File: config.mk
export PLATFORM = sky130hd
export DESIGN_NAME = pll_reset_seq
export DESIGN_NICKNAME = d
export VERILOG_FILES = /design/src/rtl/pll_reset_pkg.sv /design/src/rtl/sync_ff.sv /design/src/rtl/pll_reset_seq.sv
export SDC_FILE = /design/constraint.sdc
export NUM_CORES = 1
export LEC_CHECK = 0
export CAP_MARGIN = 20
export CORE_MARGIN = 8
export CORE_UTILIZATION = 34
export CTS_BUF_LIST = sky130_fd_sc_hd__clkbuf_8
export CTS_CLUSTER_SIZE = 30
export DETAILED_ROUTE_END_ITERATION = 8
export MAX_ROUTING_LAYER = met4
export SLEW_MARGIN = 20
export SYNTH_ARGS = -nofsm -noshare
export SYNTH_HDL_FRONTEND = slang
export SYNTH_HIERARCHICAL = 1
export SYNTH_SLANG_ARGS = --single-unit
File: constraint.sdc
create_clock -name clk -period 3.1 [get_ports clk]
set_input_delay 0.775 -clock clk [delete_from_list [all_inputs] [get_ports clk]]
set_output_delay 0.775 -clock clk [all_outputs]
set_load 0.02 [all_outputs]
File: src/rtl/pll_reset_pkg.sv
// rtl/pll_reset_pkg.sv - shared state encoding and parameter defaults for the PLL reset sequencer
package pll_reset_pkg;

  typedef enum logic [1:0] {
    ST_WAIT_LOCK = 2'd0,
    ST_HOLD      = 2'd1,
    ST_RUN       = 2'd2
  } pll_state_e;

  localparam int DEF_SYNC_STAGES    = 2;
  localparam int DEF_STABLE_CYCLES  = 1024;
  localparam int DEF_HOLD_CYCLES    = 16;
  localparam int DEF_TIMEOUT_CYCLES = 1048576;

  function automatic int max3(input int a, input int b, input int c);
    int m;
    m = (a > b) ? a : b;
    return (m > c) ? m : c;
  endfunction

endpackage

File: src/rtl/sync_ff.sv
// rtl/sync_ff.sv - multi-flop synchronizer with asynchronous active-low reset
module sync_ff #(
  parameter int DEPTH = 2
) (
  input  logic clk,
  input  logic rst_n,
  input  logic d,
  output logic q
);

  logic [DEPTH-1:0] sr;

  always_ff @(posedge clk or negedge rst_n) begin
    if (!rst_n) begin
      sr <= '0;
    end else begin
      sr <= {sr[DEPTH-2:0], d};
    end
  end

  assign q = sr[DEPTH-1];

endmodule

File: src/rtl/pll_reset_seq.sv
// rtl/pll_reset_seq.sv - qualifies PLL lock and sequences the reset of PLL-clocked logic
module pll_reset_seq
  import pll_reset_pkg::*;
#(
  parameter int SYNC_STAGES    = DEF_SYNC_STAGES,
  parameter int STABLE_CYCLES  = DEF_STABLE_CYCLES,
  parameter int HOLD_CYCLES    = DEF_HOLD_CYCLES,
  parameter int TIMEOUT_CYCLES = DEF_TIMEOUT_CYCLES
) (
  input  logic       clk,
  input  logic       rst_n,
  input  logic       pll_lock,
  input  logic       soft_req,
  output logic       rst_out_n,
  output logic       ready,
  output logic [1:0] state,
  output logic [7:0] loss_count,
  output logic       timeout
);

  localparam int CW = $clog2(max3(STABLE_CYCLES, HOLD_CYCLES, TIMEOUT_CYCLES)) + 1;
  localparam logic [CW-1:0] STABLE_C  = CW'(STABLE_CYCLES);
  localparam logic [CW-1:0] HOLD_C    = CW'(HOLD_CYCLES);
  localparam logic [CW-1:0] TIMEOUT_C = CW'(TIMEOUT_CYCLES);

  logic          lock_s;
  pll_state_e    state_q, state_d;
  logic [CW-1:0] cnt_q, cnt_d, cnt_inc;
  logic [CW-1:0] tcnt_q, tcnt_d;
  logic [7:0]    loss_q, loss_d;
  logic          timeout_q, timeout_d;

  sync_ff #(.DEPTH(SYNC_STAGES)) u_sync (
    .clk   (clk),
    .rst_n (rst_n),
    .d     (pll_lock),
    .q     (lock_s)
  );

  assign cnt_inc = cnt_q + 1'b1;

  always_comb begin
    state_d   = state_q;
    cnt_d     = cnt_q;
    tcnt_d    = '0;
    loss_d    = loss_q;
    timeout_d = timeout_q;
    case (state_q)
      ST_WAIT_LOCK: begin
        tcnt_d = (tcnt_q == '1) ? tcnt_q : tcnt_q + 1'b1;
        if (tcnt_d >= TIMEOUT_C) timeout_d = 1'b1;
        if (!lock_s) begin
          cnt_d = '0;
        end else if (cnt_inc == STABLE_C) begin
          state_d   = ST_HOLD;
          cnt_d     = '0;
          timeout_d = 1'b0;
        end else begin
          cnt_d = cnt_inc;
        end
      end
      ST_HOLD: begin
        if (!lock_s) begin
          state_d = ST_WAIT_LOCK;
          cnt_d   = '0;
        end else if (cnt_inc == HOLD_C) begin
          state_d = ST_RUN;
          cnt_d   = '0;
        end else begin
          cnt_d = cnt_inc;
        end
      end
      ST_RUN: begin
        // Lock loss takes priority over a simultaneous soft request
        if (!lock_s) begin
          state_d = ST_WAIT_LOCK;
          cnt_d   = '0;
          loss_d  = (loss_q == 8'hFF) ? loss_q : loss_q + 8'd1;
        end else if (soft_req) begin
          state_d = ST_HOLD;
          cnt_d   = '0;
        end
      end
      default: begin
        state_d = ST_WAIT_LOCK;
        cnt_d   = '0;
      end
    endcase
  end

  always_ff @(posedge clk or negedge rst_n) begin
    if (!rst_n) begin
      state_q   <= ST_WAIT_LOCK;
      cnt_q     <= '0;
      tcnt_q    <= '0;
      loss_q    <= '0;
      timeout_q <= 1'b0;
      rst_out_n <= 1'b0;
      ready     <= 1'b0;
    end else begin
      state_q   <= state_d;
      cnt_q     <= cnt_d;
      tcnt_q    <= tcnt_d;
      loss_q    <= loss_d;
      timeout_q <= timeout_d;
      rst_out_n <= (state_d == ST_RUN);
      ready     <= (state_d == ST_RUN);
    end
  end

  assign state      = state_q;
  assign loss_count = loss_q;
  assign timeout    = timeout_q;

endmodule

-- After elaboration in Yosys (flattened, before gate mapping)
Cells that the tools add are included.
- register bits after elaboration: 56
- latch bits: 0
- memory bits (writable): 0
- memory bits (read-only): 0
- input bits: 4
- output and inout bits: 13
- word-level logic and storage cells: 42
- memories kept: 0
- $add $sub $neg: 3
- $mul: 0
- div/mod/pow operators: 0
- magnitude comparators: 1
- equal/unequal tests: 8
- shift-type cells: 0
- multiplexer cells: 19
- bitwise operators: 2
- reductions and logical operators: 2
- operator list (cell ; number):
    $mux W21 ; 8
    $pmux W21 S3 ; 1
    $add A21 B1 Y21 const B ; 2
    $eq A21 B11 Y1 const B ; 1
    $eq A21 B21 Y1 const B ; 1
    $eq A21 B5 Y1 const B ; 1
    $ge A21 B21 Y1 const B ; 1
    $mux W2 ; 6
    $add A8 B1 Y8 const B ; 1
    $eq A8 B8 Y1 const B ; 1
    $pmux W2 S3 ; 1
    $eq A2 B2 Y1 const B ; 2
    $mux W1 ; 3
    $ne A3 B3 Y1 const B ; 1
    $reduce_and A3 Y1 ; 1
    $eq A2 B1 Y1 const B ; 1
    $logic_not A2 Y1 ; 1
    $not A1 Y1 ; 2

-- Logic depth before layout (Yosys ltp)
- depth after elaboration: 6
- depth in mapped cells: 9
- mapped depth without buffers: 8

-- By module
Netlist, hierarchy kept.
- modules (own cells, without submodules) (module ; instances ; cells an instance ; area each (sq um) ; seq. area each (sq um)):
    pll_reset_seq ; 1 ; 325 ; 3001.6 ; 1351.3
    sync_ff ; 1 ; 2 ; 50.0 ; 50.0

-- Worst setup path before layout
No wires, ideal clock.
- kind: reg2reg
- from: register cnt_q[0]
- to: register cnt_q[9]
- library setup time: 0.101 ns
- arrival time: 2.179 ns
- required time: 2.999 ns
- setup slack: 0.821 ns
- cell stages (with the launch flop): 9
- path buffers: 0
- period minus slack after synthesis: 2.279 ns
- cell sequence: dfrtp_1 ha_1 nand3_1 nor4_4 nand2_2 nor4b_1 o221a_2 a21o_1 o311ai_2
- longest elaborated chain between the ends: 5
- elaborated cells between the ends (all ways): 8
- classes of those cells: add/sub: 1; eq/ne: 2; mux: 5
- RTL lines (item ; RTL line ; RTL):
    start: declaration ; pll_reset_seq.sv:28 ; logic [CW-1:0] cnt_q, cnt_d, cnt_inc;
    start signal: assignment ; pll_reset_seq.sv:102 ; cnt_q <= cnt_d;
    $add A21 B1 Y21 * ; pll_reset_seq.sv:40 ; assign cnt_inc = cnt_q + 1'b1;
    $eq A21 B5 Y1 / $eq A21 B11 Y1 (equally long branches) ; pll_reset_seq.sv:66, pll_reset_seq.sv:54 ;
    $mux W21 (on tied branches) ; pll_reset_seq.sv:66, pll_reset_seq.sv:54 ;
    $mux W21 (on tied branches) ; pll_reset_seq.sv:63, pll_reset_seq.sv:52 ;
    $pmux W21 S3 * ; pll_reset_seq.sv:48 ; case (state_q)
Every way passes the cells marked *; elsewhere a longest branch is shown, timed or not.
A chain may end at the register's enable or synchronous reset.

-- Final worst setup path
Ends and elaborated chain as after synthesis.

==> results.yml <==
yosys:
  yosys_warnings: 6
  synth_nets: 334
  synthFlopType: "dfrtp_1"
  synth_edf_count: 0
  synth_cell_type_count: 54
  synth_top_family_by_area: "simple AND/OR/NAND/NOR gates"
  synthAdderAreaFrac_pct: 1.23
  synth-seq-cells: 56
  netlist_instances: 327
  async_flop_share_pct: 100
  synthMuxAreaShare_pct: 0.656
  avgSynthCellArea_um2: 9.33
  synth_compound_area_share_pct: 10.0
  synth_xor_area_share_pct: 8.90
  syn-cell-area_mm2: 0.00305
  ys_seq_area_share_pct: 45.9
  yosys.area_share.simple_pct: 30.3
sta:
  clock.fmax_ghz: 0.374
  period_share_pct: 86.1
  whs_ns: 0.349
  period_needed_ns: 2.67
  maxSlewHeadroom_pct: 45.8
  finalSetupViolCount: 0
  rsz0062_at_grt: "no"
  drv_slew: 0
  worst_pin_slew_ns: 0.812
  skew_ns: 0.0148
  hold_viol_final: 0
  setup_tns_ns: 0
  fin_ws_ns: 0.429
status:
  status: "complete, no violations"
power_and_ir_drop:
  switching_share_pct: 24.3
  max-vdd-ir-drop_mv: 0.213
  p_switching_mw: 0.293
  leakage_nw: 1.51
  intPower_mw: 0.911
  p_clk_share_pct: 35.1
  power_density_mw_per_mm2: 354
  p_comb_share_pct: 3.5
  seqPwrFrac_pct: 61.5
clock_tree:
  holdBufCountCts: 0
  cts_setup_buffers: 0
  tritoncts: "yes"
  clock_sinks: 56
  insertion_delay_ns: 0.32
  cts_resized: 0
  cts_made_buffers: 5
  cts_max_path_buffers: 2
  cts_max_level: 2
  cts.clk_slew.worst_paths_ns: 0.12
  clockRootBuffer: "clkbuf_8"
global_routing:
  grt_pass1_vias: 2327
  grtUsageTotal_pct: 10.8
  grt_start_max_net_pins: 24
  antenna_found_initial: 0
  grt_pass1_wl_mm: 11.2
  grt_overflow: 0
hold_path:
  hold_class: "input port to asynchronous set/reset pin"
critical_path:
  worstPathMaxFanout: 8
  r2r_end: "cnt_q[9]$_DFFE_PN0P_"
  start_kind: "register"
  cp-end-kind: "register"
  rr_startpoint: "cnt_q[0]$_DFFE_PN0P_"
  arrival_ns: 2.89
  reg2reg_depth: 8
  required_ns: 3.32
  critPathKind: "register to register"
  r2r_slack_ns: 0.43
die:
  die-area_mm2: 0.0123
  die_height_um: 111
  start_util_pct: 35.0
  die_w_um: 111
  core_area_mm2: 0.00872
  ios: 17
  num_rows: 34
detailed_routing:
  vias: 2343
  wl_per_cell_um: 13.9
  ant_nets: 0
  drcViolationCount: 0
  routed_via_density: 5.24
  totalWireLength_mm: 6.21
  dr.pass1.iters: 4
  drt-initial-drc-count: 112
final_layout:
  final_cell_mix: "dfrtp_1, nor2_1, nand2_1, nand3_1, xor2_1"
  drive_above_1_share_pct: 9.14
  layoutNonFillerInstCount: 447
  final_common_cell: "dfrtp_1"
  num_antenna_cells: 0
  syn_to_final_growth_pct: 11.5
  nNetsFinal: 345
placed_design:
  dp_hpwl_mm: 4.40
  dp.cells: 439
  post-place-ws_ns: 0.462
  portBuffers: 16
  gp_congestion: 0.833
job:
  cap_violations: 0
==> worst max-delay path: stages (launching register included) <==
cell and delay, ns:
dfrtp_1 0.46, ha_1 0.29, nand3_1 0.26, nor4_4 0.47
nand2_2 0.11, nor4b_1 0.17, o221a_2 0.34, a21o_1 0.25
o311ai_2 0.23
==> cell usage after synthesis, drive strengths merged (4+ instances only) <==
| cell type | n | area share [%] |
|---|---|---|
| a21oi | 8 | 1.3 |
| and3 | 11 | 2.3 |
| and4 | 5 | 1.5 |
| buf | 8 | 1.4 |
| clkbuf | 9 | 1.1 |
| dfrtp | 56 | 46 |
| inv | 4 | 0.49 |
| nand2 | 37 | 4.6 |
| nand3 | 34 | 5.9 |
| nand4 | 12 | 2.7 |
| nor2 | 36 | 4.4 |
| nor3 | 7 | 1.1 |
| nor4 | 4 | 1.8 |
| o21ai | 8 | 1.3 |
| or3 | 8 | 1.6 |
| xnor2 | 12 | 3.4 |
| xor2 | 19 | 5.5 |
==> power groups by stage <==
stage	combinational (mW)	clock, mW	sequential (mW)
2_1_floorplan	0.0185	0	0.752
3_3_place_gp	0.0433	0	0.754
3_5_place_dp	0.0436	0	0.755
4_1_cts	0.0435	0.441	0.740
5_1_grt	0.0494	0.465	0.742
6_report	0.0416	0.422	0.740
==> flip-flops by register name, indices dropped and copies added (netlist names) <==
name        cells
state           2
ready           1
loss_count      8
tcnt_q         21
u_sync/sr       2
timeout         1
cnt_q          21
==> cell families (layout without fill, tap and decap cells) <==
group | after synthesis | after routing
flops | 56 | 56
simple gates | 172 | 172
buf+inv | 21 | 33
xor+xnor | 31 | 31
compound gates | 42 | 42
fa+ha+maj | 3 | 3
mux | 2 | 2
==> per-stage QoR <==
step	cell area, µm²	utilization, %	power [mW]
final	3400	39.0	1.20
after global routing	3400	39.0	1.26
after CTS	3400	39.0	1.22
after detailed placement	3310	37.9	0.798
after global placement	3310	37.9	0.798
after floorplan	3050	-	0.771
==> cell type report <==
type	count	area, µm²
clock buffers	5	68.8
repair buffers	21	193
inverters	4	15.0
well taps	108	135
multi-input cells	250	1560
fillers	868	5320
flip-flops and latches	56	1400
clock inverters	3	26.3
==> worst max path at each step <==
stage / start / endpoint / slack (ns) / depth (start not counted)
after floorplan: cnt_q[0]$_DFFE_PN0P_ / cnt_q[9]$_DFFE_PN0P_ / 0.82 / 8
after global placement: cnt_q[0]$_DFFE_PN0P_ / cnt_q[10]$_DFFE_PN0P_ / 0.58 / 8
after detailed placement: cnt_q[0]$_DFFE_PN0P_ / cnt_q[9]$_DFFE_PN0P_ / 0.46 / 8
after CTS: cnt_q[0]$_DFFE_PN0P_ / cnt_q[9]$_DFFE_PN0P_ / 0.46 / 8
after global routing: cnt_q[0]$_DFFE_PN0P_ / cnt_q[9]$_DFFE_PN0P_ / 0.17 / 8
final: cnt_q[0]$_DFFE_PN0P_ / cnt_q[9]$_DFFE_PN0P_ / 0.43 / 8
==> routing by layer <==
layer  routed length (µm)  share of wire, %  vias up  global-route usage [%]
met2                 2920                47       21                    17.5
met4                   41              0.66        0                    2.25
li1                     -                 -     1181                       -
met5                    0                 0        -                       -
met1                 3070                49     1137                    13.8
met3                  180               2.9        4                    1.95
Note: power is estimated with default switching activity, not from simulation.
